`config.mk`:
```
export PLATFORM = sky130hd
export DESIGN_NAME = hazard_sequencer_flat
export DESIGN_NICKNAME = d
export VERILOG_FILES = /design/src/rtl/hazard_sequencer_if.sv /design/src/rtl/hazard_sequencer.sv /design/src/flat_wrapper.sv
export SDC_FILE = /design/constraint.sdc
export NUM_CORES = 1
export LEC_CHECK = 0
export ABC_AREA = 1
export BUFFER_PORTS_ARGS = -buffer_cell sky130_fd_sc_hd__buf_2
export CAP_MARGIN = 5
export CORE_ASPECT_RATIO = 1.1
export CORE_MARGIN = 2
export CORE_UTILIZATION = 46
export DETAILED_ROUTE_END_ITERATION = 10
export GPL_TIMING_DRIVEN = 0
export PLACE_DENSITY = 0.75
export SYNTH_ARGS = -nofsm -noshare
export SYNTH_HDL_FRONTEND = slang
export SYNTH_SLANG_ARGS = --single-unit
export TNS_END_PERCENT = 10
```
`constraint.sdc`:
```
create_clock -name clk -period 3.6 [get_ports clk]
set_clock_uncertainty 0.1 [all_clocks]
set_input_delay 0 -clock clk [delete_from_list [all_inputs] [get_ports clk]]
set_output_delay 0 -clock clk [all_outputs]
set_load 0.05 [all_outputs]
```
`src/rtl/hazard_sequencer_if.sv`:
```
// Bundle between the hazard sequencer and the pipeline: hazard inputs from ID/EX/MEM,
// PC and pipeline-register controls plus statistics back out.
interface hazard_sequencer_if #(
  parameter int CNT_W = 32
) ();
  logic [4:0]       id_rs1;
  logic [4:0]       id_rs2;
  logic             id_uses_rs2;
  logic             ex_mem_read;
  logic [4:0]       ex_rd;
  logic             branch_taken;
  logic             dmem_busy;
  logic             pc_write;
  logic             ifid_write;
  logic             ifid_flush;
  logic             idex_bubble;
  logic             pipe_hold;
  logic [1:0]       state;
  logic [CNT_W-1:0] stall_cycles;
  logic [CNT_W-1:0] flush_events;

  modport slave (
    input  id_rs1, id_rs2, id_uses_rs2, ex_mem_read, ex_rd, branch_taken, dmem_busy,
    output pc_write, ifid_write, ifid_flush, idex_bubble, pipe_hold, state,
           stall_cycles, flush_events
  );

  modport master (
    output id_rs1, id_rs2, id_uses_rs2, ex_mem_read, ex_rd, branch_taken, dmem_busy,
    input  pc_write, ifid_write, ifid_flush, idex_bubble, pipe_hold, state,
           stall_cycles, flush_events
  );
endinterface

```
`src/rtl/hazard_sequencer.sv`:
```
// Hazard controller for the 5-stage core: load-use stalls, taken-branch squash and
// data-memory wait states, with saturating stall/flush statistics.
module hazard_sequencer #(
  parameter int FLUSH_CYCLES = 2,
  parameter int CNT_W        = 32
) (
  input  logic               clk,
  input  logic               reset,
  hazard_sequencer_if.slave  bus
);

  localparam logic [1:0] S_RUN   = 2'd0;
  localparam logic [1:0] S_FLUSH = 2'd1;
  localparam logic [1:0] S_WAIT  = 2'd2;

  localparam logic [2:0] FLUSH_RELOAD = 3'(FLUSH_CYCLES - 1);

  logic [1:0]       r_state;
  logic [1:0]       r_resume;
  logic [2:0]       r_flush_left;
  logic [CNT_W-1:0] r_stall_cnt;
  logic [CNT_W-1:0] r_flush_cnt;

  logic             w_lu;
  logic             w_pc_write;
  logic             w_ifid_write;
  logic             w_ifid_flush;
  logic             w_idex_bubble;
  logic             w_pipe_hold;
  logic             w_branch_accept;
  logic [1:0]       w_next_state;
  logic [1:0]       w_next_resume;
  logic [2:0]       w_next_flush_left;

  assign w_lu = bus.ex_mem_read && (bus.ex_rd != 5'd0) &&
                ((bus.ex_rd == bus.id_rs1) ||
                 (bus.id_uses_rs2 && (bus.ex_rd == bus.id_rs2)));

  always_comb begin
    // NOTE: every signal gets a default before the case so no path leaves it unassigned (no latch).
    w_pc_write        = 1'b1;
    w_ifid_write      = 1'b1;
    w_ifid_flush      = 1'b0;
    w_idex_bubble     = 1'b0;
    w_pipe_hold       = 1'b0;
    w_branch_accept   = 1'b0;
    w_next_state      = r_state;
    w_next_resume     = r_resume;
    w_next_flush_left = r_flush_left;

    case (r_state)
      S_RUN: begin
        if (bus.dmem_busy) begin
          w_pc_write    = 1'b0;
          w_ifid_write  = 1'b0;
          w_pipe_hold   = 1'b1;
          w_next_resume = S_RUN;
          w_next_state  = S_WAIT;
        end else if (bus.branch_taken) begin
          w_ifid_flush    = 1'b1;
          w_idex_bubble   = 1'b1;
          w_branch_accept = 1'b1;
          if (FLUSH_CYCLES > 1) begin
            w_next_flush_left = FLUSH_RELOAD;
            w_next_state      = S_FLUSH;
          end
        end else if (w_lu) begin
          // Single-cycle stall: the load moves on to MEM and the hazard disappears.
          w_pc_write    = 1'b0;
          w_ifid_write  = 1'b0;
          w_idex_bubble = 1'b1;
        end
      end
      S_FLUSH: begin
        if (bus.dmem_busy) begin
          w_pc_write    = 1'b0;
          w_ifid_write  = 1'b0;
          w_pipe_hold   = 1'b1;
          w_next_resume = S_FLUSH;
          w_next_state  = S_WAIT;
        end else begin
          w_ifid_flush      = 1'b1;
          w_idex_bubble     = 1'b1;
          w_next_flush_left = r_flush_left - 3'd1;
          if (r_flush_left == 3'd1) w_next_state = S_RUN;
        end
      end
      S_WAIT: begin
        // Hold covers the busy cycles plus the one on which busy drops.
        w_pc_write   = 1'b0;
        w_ifid_write = 1'b0;
        w_pipe_hold  = 1'b1;
        if (!bus.dmem_busy) w_next_state = r_resume;
      end
      default: begin
        w_next_state = S_RUN;
      end
    endcase

    if (reset) begin
      w_pc_write      = 1'b0;
      w_ifid_write    = 1'b0;
      w_ifid_flush    = 1'b1;
      w_idex_bubble   = 1'b1;
      w_pipe_hold     = 1'b0;
      w_branch_accept = 1'b0;
    end
  end

  always_ff @(posedge clk) begin
    // NOTE: state is updated with non-blocking assignments so every register samples pre-edge values.
    if (reset) begin
      r_state      <= S_RUN;
      r_resume     <= S_RUN;
      r_flush_left <= 3'd0;
      r_stall_cnt  <= '0;
      r_flush_cnt  <= '0;
    end else begin
      r_state      <= w_next_state;
      r_resume     <= w_next_resume;
      r_flush_left <= w_next_flush_left;
      if (!w_pc_write && (r_stall_cnt != '1)) r_stall_cnt <= r_stall_cnt + CNT_W'(1);
      if (w_branch_accept && (r_flush_cnt != '1)) r_flush_cnt <= r_flush_cnt + CNT_W'(1);
    end
  end

  assign bus.pc_write     = w_pc_write;
  assign bus.ifid_write   = w_ifid_write;
  assign bus.ifid_flush   = w_ifid_flush;
  assign bus.idex_bubble  = w_idex_bubble;
  assign bus.pipe_hold    = w_pipe_hold;
  assign bus.state        = r_state;
  assign bus.stall_cycles = r_stall_cnt;
  assign bus.flush_events = r_flush_cnt;

endmodule
```
`src/flat_wrapper.sv`:
```
// flat-port wrapper written by rule: the top's interface ports become plain ports
module hazard_sequencer_flat 
#(
  parameter int FLUSH_CYCLES = 2,
  parameter int CNT_W        = 32
)
  (clk, reset, bus_id_rs1, bus_id_rs2, bus_id_uses_rs2, bus_ex_mem_read, bus_ex_rd, bus_branch_taken, bus_dmem_busy, bus_pc_write, bus_ifid_write, bus_ifid_flush, bus_idex_bubble, bus_pipe_hold, bus_state, bus_stall_cycles, bus_flush_events);
  hazard_sequencer_if #(.CNT_W(CNT_W)) bus_i ();
  input  logic clk;
  input  logic reset;
  input wire logic [$bits(bus_i.id_rs1)-1:0] bus_id_rs1;
  input wire logic [$bits(bus_i.id_rs2)-1:0] bus_id_rs2;
  input wire logic [$bits(bus_i.id_uses_rs2)-1:0] bus_id_uses_rs2;
  input wire logic [$bits(bus_i.ex_mem_read)-1:0] bus_ex_mem_read;
  input wire logic [$bits(bus_i.ex_rd)-1:0] bus_ex_rd;
  input wire logic [$bits(bus_i.branch_taken)-1:0] bus_branch_taken;
  input wire logic [$bits(bus_i.dmem_busy)-1:0] bus_dmem_busy;
  output wire logic [$bits(bus_i.pc_write)-1:0] bus_pc_write;
  output wire logic [$bits(bus_i.ifid_write)-1:0] bus_ifid_write;
  output wire logic [$bits(bus_i.ifid_flush)-1:0] bus_ifid_flush;
  output wire logic [$bits(bus_i.idex_bubble)-1:0] bus_idex_bubble;
  output wire logic [$bits(bus_i.pipe_hold)-1:0] bus_pipe_hold;
  output wire logic [$bits(bus_i.state)-1:0] bus_state;
  output wire logic [$bits(bus_i.stall_cycles)-1:0] bus_stall_cycles;
  output wire logic [$bits(bus_i.flush_events)-1:0] bus_flush_events;
  assign bus_i.id_rs1 = bus_id_rs1;
  assign bus_i.id_rs2 = bus_id_rs2;
  assign bus_i.id_uses_rs2 = bus_id_uses_rs2;
  assign bus_i.ex_mem_read = bus_ex_mem_read;
  assign bus_i.ex_rd = bus_ex_rd;
  assign bus_i.branch_taken = bus_branch_taken;
  assign bus_i.dmem_busy = bus_dmem_busy;
  assign bus_pc_write = bus_i.pc_write;
  assign bus_ifid_write = bus_i.ifid_write;
  assign bus_ifid_flush = bus_i.ifid_flush;
  assign bus_idex_bubble = bus_i.idex_bubble;
  assign bus_pipe_hold = bus_i.pipe_hold;
  assign bus_state = bus_i.state;
  assign bus_stall_cycles = bus_i.stall_cycles;
  assign bus_flush_events = bus_i.flush_events;
  hazard_sequencer #(.FLUSH_CYCLES(FLUSH_CYCLES), .CNT_W(CNT_W)) u_core (.clk(clk), .reset(reset), .bus(bus_i));
endmodule
```
==> flow_summary.yaml <==
sta:
  timing.setup.tns_ns: 0
  final_hold_viol_count: 0
  postLayoutSetupSlackWorst_ns: 1.44
  timing.fmax_ghz: 0.463
  timing.final.crit_period_ns: 2.16
  finalCritPeriodShare: 0.600
  maxSlewHeadroom: 0.585
  rsz0062_at_grt: "false"
  number_of_pins_with_negative_max_slew_slack_in_the_final_report: 0
  timing_worst_slew_pin_value_ns: 0.622
  setup_viol: 0
clock_network:
  holdBufCountCts: 2
  clock-root-buffer: "sky130_fd_sc_hd__clkbuf_8"
  post_cts.resized_instances: 0
  max-clock-path-buffers: 2
  clkLatencyLatePin_ns: 0.35
  number_of_buffers_added_by_the_clock_tree_synthesis_step: 9
  cts_sink_cnt: 70
  post-cts-setup-buffers: 0
  ctsHtreeMaxLevel: 3
  clock_tree_from_tritoncts: "done"
  clk_pin_slew_ns: 0.08
cells_and_area:
  final_core_util: 0.557
  nets_finish: 882
  layout-drive-gt1-share: 0.168
  multiInputGateArea_sq_um: 2810
  register_area_sq_um: 1400
  filler_instances: 1018
  antenna-diode-count: 0
  syn_to_final_growth_pct: 18.8
global_route:
  first_global_vias: 4613
  global_route.usage.total: 0.242
  grt_max_degree: 14
  grt_first_pass_wirelength_microns: 21300
  grt_overflow_total: 0
  antenna_found_initial: 0
synth:
  syn-instance-count: 754
  yosys_register_bits: 70
  synth.net_count: 779
  synthesis.area_sq_um: 4620
  yosys_warnings: 0
  seq_area_frac_synth: 0.303
  synthesis.area_per_instance_sq_um: 6.13
  netlist.top_cell.by_area: "sky130_fd_sc_hd__dfxtp_1"
  netlist.area_leader.share: 0.303
  synth_cell_types: 30
  synth_top_cells_by_area: "sky130_fd_sc_hd__dfxtp_1 (30%), sky130_fd_sc_hd__nand2_1 (21%), sky130_fd_sc_hd__nand3_1 (6.8%), sky130_fd_sc_hd__nor2_1 (6.6%), sky130_fd_sc_hd__inv_1 (5.9%)"
pwr:
  peakVddDrop_v: 0.000169
  cellPowerDensity_nw_per_um2: 327
  power_leakage_uw: 0.00232
status:
  status: "completed"
worst_setup_path:
  critical_path_peak_fanout: 10
  crit_path_start_kind: "register"
  worst_path_largest_cell_delay_ns: 0.46
  crit_start: "u_core.bus.stall_cycles[0]$_SDFFE_PP0P_"
  slack_of_the_worst_reg_to_reg_path_ns: 1.44
  critical_path_end: "u_core.bus.stall_cycles[12]$_SDFFE_PP0P_"
  worst_r2r_path_depth: 10
  worstPathCellList: "ha_1 > nand2_1 > nor2_4 > nand2_2 > nor2_4 > nand2_2 > nand2_4 > buf_6 > nand2_1 > a21oi_1"
  crit_path_end_kind: "register"
  required_ns: 3.78
  critical-path-slowest-cell: "sky130_fd_sc_hd__dfxtp_1"
  worst_r2r_endpoint: "u_core.bus.stall_cycles[12]$_SDFFE_PP0P_"
  critical_path_arrival_ns: 2.34
  setup.worst_path.class: "register to register"
  regToRegStartpoint: "u_core.bus.stall_cycles[0]$_SDFFE_PP0P_"
routing:
  postRouteWirelength_microns: 12800
  drt_pre_antenna_iters: 6
  drt_iter0_markers: 167
  route.detailed.drc: 0
  route.detailed.vias_per_inst: 5.15
  count_of_vias_placed_by_the_detailed_router: 5060
  drt_antenna_net_count: 0
  routed_wire_length_per_instance_microns: 13.0
flow_run:
  maxCapViolCount: 0
placement:
  gp_routability_congestion: 0.990
  port_buffers: 90
  detailedPlacementHpwl_microns: 9970
  dpl_worst_slack_ns: 1.46
floorplanning:
  fp.dieW_microns: 99.5
  fp.coreArea_sq_um: 9840
  initial_core_util: 0.469
  std_cell_rows: 38
  die-area_sq_um: 10900
  ioPinCount: 92
  fp.dieH_microns: 109
worst_hold_path:
  min-delay-path-class: "input port to register"
-- cells in the final DEF (no fill, tap or decap) --
| cell | synthesis | final |
|---|---|---|
| sky130_fd_sc_hd__nor2_1 | 81 | 81 |
| sky130_fd_sc_hd__nand4_1 | 10 | 10 |
| sky130_fd_sc_hd__a32o_1 | 1 | 1 |
| sky130_fd_sc_hd__nand2_2 | 4 | 4 |
| sky130_fd_sc_hd__nor3b_2 | 1 | 1 |
| sky130_fd_sc_hd__bufinv_16 | 0 | 3 |
| sky130_fd_sc_hd__clkinv_4 | 0 | 2 |
| sky130_fd_sc_hd__nor2_4 | 3 | 3 |
| sky130_fd_sc_hd__a311oi_1 | 1 | 1 |
| sky130_fd_sc_hd__ha_1 | 4 | 4 |
| sky130_fd_sc_hd__xor2_1 | 24 | 24 |
| sky130_fd_sc_hd__and3_1 | 2 | 2 |
| sky130_fd_sc_hd__buf_4 | 1 | 1 |
| sky130_fd_sc_hd__nor3b_1 | 1 | 1 |
| sky130_fd_sc_hd__o21bai_1 | 2 | 2 |
| sky130_fd_sc_hd__nor3_1 | 28 | 28 |
| sky130_fd_sc_hd__nand2_1 | 263 | 263 |
| sky130_fd_sc_hd__buf_2 | 9 | 99 |
| sky130_fd_sc_hd__a21oi_1 | 54 | 54 |
| sky130_fd_sc_hd__a21oi_2 | 6 | 6 |
| sky130_fd_sc_hd__xnor2_1 | 7 | 7 |
| sky130_fd_sc_hd__nand2_4 | 1 | 1 |
| sky130_fd_sc_hd__inv_1 | 73 | 73 |
| sky130_fd_sc_hd__nor2_2 | 5 | 5 |
| sky130_fd_sc_hd__dlygate4sd3_1 | 0 | 2 |
| sky130_fd_sc_hd__nor3_2 | 3 | 3 |
| sky130_fd_sc_hd__o21ai_0 | 12 | 12 |
| sky130_fd_sc_hd__nand3b_1 | 11 | 11 |
| sky130_fd_sc_hd__clkbuf_8 | 0 | 9 |
| sky130_fd_sc_hd__buf_6 | 5 | 5 |
| sky130_fd_sc_hd__dfxtp_1 | 70 | 70 |
| sky130_fd_sc_hd__a21boi_2 | 1 | 1 |
| sky130_fd_sc_hd__clkinvlp_4 | 0 | 2 |
| sky130_fd_sc_hd__nand3_1 | 63 | 63 |
| sky130_fd_sc_hd__clkbuf_1 | 8 | 8 |
-- area by class of cell --
type | count | share of cell area
flip-flops and latches | 70 | 0.255
multi-input cells | 588 | 0.511
inverters | 73 | 0.0499
plain buffers | 23 | 0.0253
clock buffers | 9 | 0.0226
well taps | 120 | 0.0274
repair buffers | 92 | 0.0857
clock inverters | 7 | 0.0223
-- synth_stat cells --
cell                         n
sky130_fd_sc_hd__inv_1      73
sky130_fd_sc_hd__and3_1      2
sky130_fd_sc_hd__buf_2       9
sky130_fd_sc_hd__nor2_1     81
sky130_fd_sc_hd__nand4_1    10
sky130_fd_sc_hd__xnor2_1     7
sky130_fd_sc_hd__nor2_4      3
sky130_fd_sc_hd__ha_1        4
sky130_fd_sc_hd__a32o_1      1
sky130_fd_sc_hd__dfxtp_1    70
sky130_fd_sc_hd__a21boi_2    1
sky130_fd_sc_hd__nor3_2      3
sky130_fd_sc_hd__nand3b_1   11
sky130_fd_sc_hd__nand2_4     1
sky130_fd_sc_hd__nor3b_2     1
sky130_fd_sc_hd__a311oi_1    1
sky130_fd_sc_hd__clkbuf_1    8
sky130_fd_sc_hd__nand2_1   263
sky130_fd_sc_hd__nand2_2     4
sky130_fd_sc_hd__a21oi_2     6
sky130_fd_sc_hd__o21bai_1    2
sky130_fd_sc_hd__nand3_1    63
sky130_fd_sc_hd__nor3_1     28
sky130_fd_sc_hd__buf_4       1
sky130_fd_sc_hd__nor2_2      5
sky130_fd_sc_hd__nor3b_1     1
sky130_fd_sc_hd__a21oi_1    54
sky130_fd_sc_hd__o21ai_0    12
sky130_fd_sc_hd__xor2_1     24
sky130_fd_sc_hd__buf_6       5
-- routing by layer --
metal  GRT usage  part of all wire  vias to the layer above  wire length, microns
met1       0.281              0.42                     2253                  5380
met4      0.0978             0.037                        0                   469
met3      0.0500             0.051                       37                   654
met5           0                 0                        -                     0
li1            -                 -                     2630                     -
met2       0.434              0.49                      140                  6280
-- power breakdown --
group | internal, uW | leakage [uW] | switching [uW]
logic | 60.8 | 0.00164 | 143
registers | 784 | 0.000565 | 13.1
clock network | 462 | 0.000116 | 329
total | 1310 | 0.00232 | 486
-- how the worst min path moves through the flow --
stage | slack [ns] | endpoint | cells after the start | start
after floorplan | 0.10 | u_core.bus.state[0]$_SDFFE_PP0P_ | 3 | bus_dmem_busy
after global placement | 0.26 | u_core.bus.state[0]$_SDFFE_PP0P_ | 4 | bus_dmem_busy
after detailed placement | 0.27 | u_core.bus.state[0]$_SDFFE_PP0P_ | 4 | bus_dmem_busy
after CTS | 0.01 | u_core.bus.state[0]$_SDFFE_PP0P_ | 5 | bus_branch_taken
after global routing | 0.06 | u_core.bus.state[0]$_SDFFE_PP0P_ | 5 | bus_branch_taken
final | 0.02 | u_core.bus.state[0]$_SDFFE_PP0P_ | 5 | bus_branch_taken
-- per-stage QoR --
step | cell area [sq um] | hold slack (ns) | power [uW] | instances
after floorplan | 4620 | 0.105 | 963 | 754
after global placement | 5220 | 0.260 | 1020 | 964
after detailed placement | 5220 | 0.267 | 1020 | 964
after CTS | 5490 | 0.0102 | 1810 | 982
after global routing | 5490 | 0.0557 | 1860 | 982
final | 5490 | 0.0169 | 1790 | 982
-- worst max-delay path, delay by kind of cell (launching register included) --
family,cells,cell delay [ns]
compound gates,1,0.14
fa+ha+maj,1,0.33
buf+inv,1,0.14
flops,1,0.46
simple gates,7,0.92
-- flip-flops by register name, indices dropped and copies added (netlist names) --
| signal | cells |
|---|---|
| u_core.bus.state | 2 |
| u_core.r_resume | 1 |
| u_core.r_flush_left | 3 |
| u_core.bus.stall_cycles | 32 |
| u_core.bus.flush_events | 32 |
-- kinds of logic after synthesis --
kind of cell / share of synthesized area
AND/OR/NAND/NOR: 0.445
buffers and inverters: 0.0894
AO/OA/AOI/OAI: 0.0926
flip-flops: 0.303
XOR/XNOR: 0.0588
adder cells (fa/ha/maj): 0.0108
Power figures use the tool's default switching activity.
